==> config.mk <==
export PLATFORM = sky130hd
export DESIGN_NAME = rem_mod_n
export DESIGN_NICKNAME = d
export VERILOG_FILES = /design/src/rtl/rem_mod_n.sv
export SDC_FILE = /design/constraint.sdc
export NUM_CORES = 1
export LEC_CHECK = 0
export CORE_ASPECT_RATIO = 1.5
export CORE_MARGIN = 2
export CORE_UTILIZATION = 35
export CTS_CLUSTER_DIAMETER = 120
export CTS_CLUSTER_SIZE = 24
export DETAILED_ROUTE_END_ITERATION = 10
export PLACE_DENSITY_LB_ADDON = 0.08
export SLEW_MARGIN = 25
export SYNTH_ARGS = -nofsm -noshare
export SYNTH_HDL_FRONTEND = slang
export SYNTH_SLANG_ARGS = --single-unit
==> constraint.sdc <==
create_clock -name clk -period 5.2 [get_ports clk]
set_clock_uncertainty 0.15 [all_clocks]
set_input_delay 1.04 -clock clk [delete_from_list [all_inputs] [get_ports clk]]
set_output_delay 1.04 -clock clk [all_outputs]
set_load 0.03 [all_outputs]
==> src/rtl/rem_mod_n.sv <==
// rem_mod_n: streaming remainder of a serially received number modulo N.
// Chunks of W bits arrive MSB-first (Horner form) or LSB-first (weighted
// accumulation). Every reduction is a shift followed by one conditional
// subtract, so the datapath never needs a divider or anything wider than RW+1.
module rem_mod_n #(
    parameter  int N         = 5,
    parameter  int W         = 1,
    parameter  int MSB_FIRST = 1,
    localparam int RW        = $clog2(N)
) (
    input  logic          clk,
    input  logic          rst,
    input  logic          clear,
    input  logic          in_valid,
    input  logic [W-1:0]  in_data,
    output logic [RW-1:0] rem,
    output logic          div,
    output logic          out_valid,
    output logic [15:0]   bit_count
);

    if (N < 2 || N > 255) begin : g_bad_n
        $error("rem_mod_n: N must be in 2..255");
    end
    if (W < 1 || W > 8) begin : g_bad_w
        $error("rem_mod_n: W must be in 1..8");
    end
    if (MSB_FIRST != 0 && MSB_FIRST != 1) begin : g_bad_m
        $error("rem_mod_n: MSB_FIRST must be 0 or 1");
    end

    localparam logic [RW:0] NV = (RW+1)'(N);

    // Weight of the next LSB-first chunk, 2^(bits so far) mod N.
    logic [RW-1:0] wt;

    logic [RW:0]   acc;
    logic [RW:0]   tw;
    logic [16:0]   cnt_sum;
    logic [RW-1:0] rem_nxt;
    logic [RW-1:0] wt_nxt;
    logic [15:0]   cnt_nxt;

    // Next-state datapath: clear restarts from zero, then the chunk (if any)
    // is folded in one bit at a time with a single conditional subtract.
    always_comb begin
        acc     = clear ? '0 : {1'b0, rem};
        tw      = clear ? (RW+1)'(1) : {1'b0, wt};
        cnt_sum = (clear ? 17'd0 : {1'b0, bit_count}) + 17'(W);
        cnt_nxt = clear ? '0 : bit_count;
        if (in_valid) begin
            if (MSB_FIRST != 0) begin
                // acc < N <= 2^RW, so acc[RW] is 0 and the shift is exact 2*acc+bit
                for (int i = W-1; i >= 0; i--) begin
                    acc = {acc[RW-1:0], in_data[i]};
                    if (acc >= NV) acc = acc - NV;
                end
            end
            // LSB-first: add the current weight for each set bit, then double it
            for (int i = 0; i < W; i++) begin
                if (MSB_FIRST == 0 && in_data[i]) begin
                    acc = acc + tw;
                    if (acc >= NV) acc = acc - NV;
                end
                tw = {tw[RW-1:0], 1'b0};
                if (tw >= NV) tw = tw - NV;
            end
            cnt_nxt = cnt_sum[16] ? 16'hFFFF : cnt_sum[15:0];
        end
        rem_nxt = acc[RW-1:0];
        wt_nxt  = tw[RW-1:0];
    end

    // State and output registers; reset beats clear beats accumulation.
    always_ff @(posedge clk) begin
        if (rst) begin
            rem       <= '0;
            wt        <= RW'(1);
            bit_count <= '0;
            div       <= 1'b0;
            out_valid <= 1'b0;
        end else begin
            rem       <= rem_nxt;
            wt        <= wt_nxt;
            bit_count <= cnt_nxt;
            div       <= (rem_nxt == '0) && (cnt_nxt != '0);
            out_valid <= in_valid;
        end
    end

endmodule
==> results of run 1 <==
[critical path: stages]
cell	delay, ns
clkdlybuf4s50_1	0.93
clkinv_1	0.44
nand2_1	0.18
ha_1	0.20
nand2b_1	0.06
a21oi_1	0.27
mux2i_1	0.12
mux2_2	0.27
nand2_1	0.08
nor4bb_1	0.20
[state kept, by name (all words and copies together) (netlist names)]
signal and flops:
bit_count 16, rem 3, div 1, out_valid 1
[cells in the final DEF (no fill, tap or decap), types with 2 or more instances in the layout]
cell type	Yosys	layout
a2111oi_0	3	3
nand3_1	6	6
nor3_1	3	3
clkdlybuf4s50_1	0	25
nor4_1	7	7
nand2_1	14	14
o21ai_0	6	6
mux2i_1	3	3
a31oi_1	3	3
ha_1	2	2
clkbuf_8	0	3
and3_1	3	3
nand4_1	7	7
xnor2_1	6	6
nor2b_1	8	8
xor2_1	2	2
a21oi_1	9	9
nand2b_1	2	2
dfxtp_1	21	21
nor2_1	15	15
o21a_1	3	3
inv_1	3	3
[how the worst min path moves through the flow]
stage / to / slack, ns / depth (start not counted)
after detailed placement: bit_count[15]$_SDFF_PP0_ / 0.42 / 2
after global routing: bit_count[15]$_SDFF_PP0_ / 0.46 / 2
after floorplan: bit_count[7]$_SDFF_PP0_ / 0.52 / 2
after CTS: bit_count[15]$_SDFF_PP0_ / 0.43 / 2
after global placement: bit_count[15]$_SDFF_PP0_ / 0.42 / 2
final: bit_count[15]$_SDFF_PP0_ / 0.44 / 2
[where the power goes]
group / switching (mW) / internal [mW]
clock network: 0.0526 / 0.0545
registers: 0.00250 / 0.163
logic: 0.0180 / 0.0128
[stage by stage]
| stage | worst slack [ns] | cells |
|---|---|---|
| 3_5_place_dp | 1.13 | 205 |
| 4_1_cts | 1.40 | 209 |
| 2_1_floorplan | 2.41 | 146 |
| 6_report | 1.42 | 209 |
| 3_3_place_gp | 1.25 | 205 |
| 5_1_grt | 1.03 | 209 |
[cell type report]
class | instances | area (um2)
fill | 345 | 1680
multi-input combinational | 115 | 701
sequential | 21 | 420
timing repair buffer | 25 | 250
tap | 40 | 50.0
clock buffer | 4 | 45.0
inverter | 4 | 15.0
[cells by family after synthesis]
logic type                 synth area share
xor gates and xnor gates             0.0603
AOI/OAI and AO/OA                     0.170
DFF                                   0.362
muxes                                0.0356
buffers and inverters                0.0345
adders and majority gates            0.0215
and+or+nand+nor                       0.316
[routing by layer]
layer  wire length, um  vias to the layer above  GRT usage
met5                 0                        -          0
met3                78                        4     0.0241
met4                42                        0     0.0781
met1              1310                      524      0.197
li1                  -                      579          -
met2              1400                       21      0.268
==> summary.md, run 1 <==
| Metric | Value |
|---|---|
| Post-synth top cells | `dfxtp_1, nor2_1, nand2_1` |
| Vias in the first global route | `1053` |
| Worst skew pair latency | `~0.26 ns` |
| Core Footprint | `between 3000 and 4000 um2` |
| Vias/cell | `5.40` |
| Total power | `0.303 mW` |
| Total Wirelength | `2830 um` |
| Final TNS setup | `0 ns` |
| Syn Inst Count | `146` |
| Largest net degree at the start of global routing | `22` |
| Syn nets | `153` |
| RSZ-0062 raised after global routing | `no` |
| CP Capture Type | `flop` |
| Buffers added on ports | `25` |
| CP Capture Point | `div$_SDFF_PP0_` |
| Setup violations, final | `0` |
| Die Span X | `51.0 um` |
| Startpoint types | `primary input` |
| Die Span Y | `74.5 um` |
| Nets | `177` |
| GRT Resource Usage Total | `0.159` |
| CP required | `5.22 ns` |
| Post-Syn Area per Cell | `around 8.0 um2` |
| Starting DRT DRC Count | `24` |
| Hold Path Class | `flop to flop` |
| DPL Wire Length | `2070 um` |
| Worst-path fanout max | `21` |
| Ant diodes | `0` |
| Fmax | `265 MHz` |
| Crit path DAT | `3.80 ns` |
| RR Endpoint | `div$_SDFF_PP0_` |
| # DRC | `0` |
| Final design utilization | `0.469` |
| Starting Density | `0.368` |
| Yosys cell types | `37` |
| Hold_buf cts | `0` |
| Max-slew violations | `0` |
| Hold Fails Final Rpt | `0` |
| Post-synthesis sequential area ratio | `0.362` |
| Post-route cell area | `1480 um2` |
| Post-synth EDFFs | `0` |
| Area delta synth->final | `27.6%` |
| Ranking of synthesized cells by area | `dfxtp_1, nor2_1, nand2_1` |
| Io pins | `26` |
| Period minus WS final | `3.78 ns` |
| CTS tree | `built` |
| Worst hold start | `bit_count[15]$_SDFF_PP0_` |
| Final hold slack | `0.435 ns` |
| Status | `finished, final reports clean` |
| CTS Buf Count | `3` |
| Die area | `3800 um2` |
| Global-route wire length before repair | `around 4700 um` |
| Detail Route Antenna Nets | `0` |
| Synthesized area | `~1200 um2` |
| Post_cts resized | `0` |
| TritonRoute pass-1 iters | `4` |
| Ys flop type | `dfxtp_1` |
| Site Rows | `25` |
| Critical Path Start | `clear` |
| TritonCTS Sinks | `21` |
| Clock transition at the registers of the reported paths | `0.08 ns` |
| Placer Congestion | `0.788` |
| PwrDens | `205 nW/um2` |
| CTS max path bufs | `2` |
| Tcrit/Tclk final | `0.727` |
| Yosys top cell area share | `0.362` |
| Peak VDD IR | `between 0.0001 and 0.00015 V` |
| Reg-to-Reg Start | `bit_count[0]$_SDFF_PP0_` |
| Initial antenna violation count | `0` |
| H-tree Lvls | `1` |
| Share of post-route cells with drive strength above 1 | `0.0473` |
| Critical path class | `primary input to flop` |
| Setup Buffers After CTS | `0` |
| Synth async-reset ratio | `0` |
| Wirelength per Cell | `13.5 um` |
| Leak | `approximately 0.47 nW` |
| Synth area leader | `dfxtp_1` |
| Worst r2r path cells | `6` |
| Final global-route overflow total | `0` |
| Vias | `1128` |
| Yosys reg bits | `21` |
| Placed cell areas | `1440 um2` |
| Count leader, synth | `dfxtp_1` |
| Max_cap viols | `0` |
| Synth warn | `0` |
| CTS root buf | `clkbuf_8` |
| R2r setup slk | `about 2.8 ns` |
| Worst-Margin Slew | `between 0.8 and 0.9 ns` |
| Slew HR | `0.454` |
(Power assumes the default switching activity.)
==> run 2: changes to the inputs <==
==> constraint.sdc (replaced) <==
create_clock -name clk -period 3.4 [get_ports clk]
set_clock_uncertainty 0.15 [all_clocks]
set_input_delay 0.68 -clock clk [delete_from_list [all_inputs] [get_ports clk]]
set_output_delay 0.68 -clock clk [all_outputs]
set_load 0.03 [all_outputs]
==> run 2 against run 1 <==
Cell area grew 3.6%. Critical path depth stayed put. Flip-flop and latch count stayed put. Global-route usage rose by 0.76 points. Routed wire length increased by 5.4%. Die area is the same. Cell count rose by 3.3%. Utilization rose by 1.7 points. Register-to-register slack lost 1.8 ns. Combinational power is 68% higher.
==> summary.md, run 2 (same netlist as run 1, synthesis figures left out) <==
| Metric | Value |
|---|---|
| Worst-path fanout max | `12` |
| Share of post-route cells with drive strength above 1 | `0.0909` |
| Power share of the clock group | `0.359` |
| # DRC | `0` |
| CTS root buf | `clkbuf_8` |
| Comb pwr share | `0.109` |
| Layout fillers | `roughly 320` |
| PwrDens | `310 nW/um2` |
| CTS Buf Count | `3` |
| Pre-CTS WS | `0.264 ns` |
| Worst skew pair latency | `roughly 0.27 ns` |
| Site Rows | `25` |
| Total Wirelength | `2980 um` |
| Detail Route Antenna Nets | `0` |
| Critical path buffers and inverters | `2` |
| Ant diodes | `0` |
| Crit-path slowest cell | `clkdlybuf4s50_1` |
| Area of the multi-input gates | `701 um2` |
| Die Span Y | `74.5 um` |
| Peak VDD IR | `0.000204 V` |
| Die Span X | `51.0 um` |
| Critical path's most frequent cell | `nand2_1` |
| Most common cell after layout, fill and taps aside | `clkdlybuf4s50_1` |
| R2r setup slk | `1.02 ns` |
| Storage element area | `420 um2` |
| Vias/cell | `approximately 5.5` |
| RSZ-0062 raised after global routing | `no` |
| Fin worst setup slack | `0.520 ns` |
| Tcrit/Tclk final | `0.847` |
| CP required | `3.43 ns` |
| Largest regs | `bit_count: 16 flops, rem: 3 flops` |
| Final TNS setup | `0 ns` |
| Setup violations, final | `0` |
| Switching share of power | `0.255` |
| Hold Fails Final Rpt | `0` |
| CP Capture Type | `flop` |
| Pint | `0.354 mW` |
| Clock transition at the registers of the reported paths | `0.08 ns` |
| CTS max path bufs | `2` |
| Commonest non-fill, non-tap cells in the layout | `clkdlybuf4s50_1, dfxtp_1, nor2_1, nand2_1, a21oi_1` |
| DPL Wire Length | `2170 um` |
| Leak | `just over 0.5 nW` |
| Total power | `0.476 mW` |
| Max-slew violations | `0` |
| Starting DRT DRC Count | `38` |
| Setup Buffers After CTS | `0` |
| Slowest stage delay, CP | `~0.75 ns` |
| Met2 Use GR | `0.294` |
| Post_cts resized | `0` |
| Most flops, register | `bit_count` |
| Grt met3 use | `0.0241` |
| Hold_buf cts | `0` |
| Max_cap viols | `0` |
| Die area | `about 3800 um2` |
| Final hold slack | `0.440 ns` |
| Vias in the first global route | `1094` |
| Worst-Margin Slew | `~0.76 ns` |
| Placed cell areas | `between 1000 and 1500 um2` |
| Nets | `184` |
| Slew HR | `0.489` |
| GRT Resource Usage Total | `0.167` |
| Startpoint types | `primary input` |
| Initial antenna violation count | `0` |
| Period minus WS final | `2.88 ns` |
| GRT busiest layer | `met2` |
| Hold Path Class | `flop to flop` |
| Fmax | `347 MHz` |
| Post-route cell area | `1540 um2` |
| Final global-route overflow total | `0` |
| Starting Density | `0.368` |
| Area delta synth->final | `32.2%` |
| Largest net degree at the start of global routing | `22` |
| Vias | `1195` |
| Buffers added on ports | `25` |
| Sequential power share | `0.532` |
| Max FFs per register | `16` |
| Status | `finished, final reports clean` |
| Sw Pwr | `0.121 mW` |
| Placer Congestion | `0.756` |
| TritonCTS Sinks | `21` |
| CP delay by family, top | `buffers and inverters` |
| Io pins | `26` |
| TritonRoute pass-1 iters | `4` |
| Critical path class | `primary input to flop` |
| H-tree Lvls | `1` |
| Met1 Use GR | `0.196` |
| Critical Path, Cell by Cell | `clkdlybuf4s50_1 > clkinv_1 > nand2_1 > ha_1 > nand2b_1 > a21oi_1 > mux2i_1 > mux2_2 > nand2_1 > nor4bb_1` |
| CTS tree | `built` |
| Crit path DAT | `2.91 ns` |
| Wirelength per Cell | `13.8 um` |
| Global-route wire length before repair | `4800 um` |
| Core Footprint | `3160 um2` |
run 2: changes by cell type in the layout (fill, tap and decap cells not counted), sizes merged:
cell / delta
clkbuf: -1
buf: +7
clkinv: +1
run 2: through the flow:
stage                     cells  utilization
after floorplan             146            -
after global placement      212        0.471
after detailed placement    212        0.471
after CTS                   216        0.486
after global routing        216        0.486
final                       216        0.486
run 2: worst paths after layout:
kind | startpoint | to | depth (start not counted)
worst max-delay path | clear | div$_SDFF_PP0_ | 10
worst min register to register | bit_count[10]$_SDFF_PP0_ | bit_count[10]$_SDFF_PP0_ | 2
worst min-delay path | bit_count[10]$_SDFF_PP0_ | bit_count[10]$_SDFF_PP0_ | 2
worst max register to register | bit_count[0]$_SDFF_PP0_ | div$_SDFF_PP0_ | 6
run 2: power by group through the flow:
stage / sequential [mW] / clock [mW] / combinational, mW
2_1_floorplan: 0.265 / 0 / 0.0226
3_3_place_gp: 0.259 / 0 / 0.0512
3_5_place_dp: 0.259 / 0 / 0.0518
4_1_cts: 0.253 / 0.174 / 0.0519
5_1_grt: 0.254 / 0.182 / 0.0560
6_report: 0.253 / 0.171 / 0.0517
run 2: final cells by class:
type | instances | share of cell area
well taps | 40 | 0.0326
clock buffers | 3 | 0.0269
repair buffers | 32 | 0.197
flip-flops and latches | 21 | 0.274
multi-input cells | 115 | 0.456
inverters | 4 | 0.00978
clock inverters | 1 | 0.00326
run 2: worst min-delay path: cells and delay by family (launching register included):
kind / cells / cell delay, ns
AND/OR/NAND/NOR: 1 / 0.05
AO/OA/AOI/OAI: 1 / 0.15
flip-flops: 1 / 0.35
run 2: per-layer routing:
layer,wire length [um],up-vias
met2,1480,30
li1,-,587
met1,1330,573
met5,0,-
met4,59,0
met3,112,5
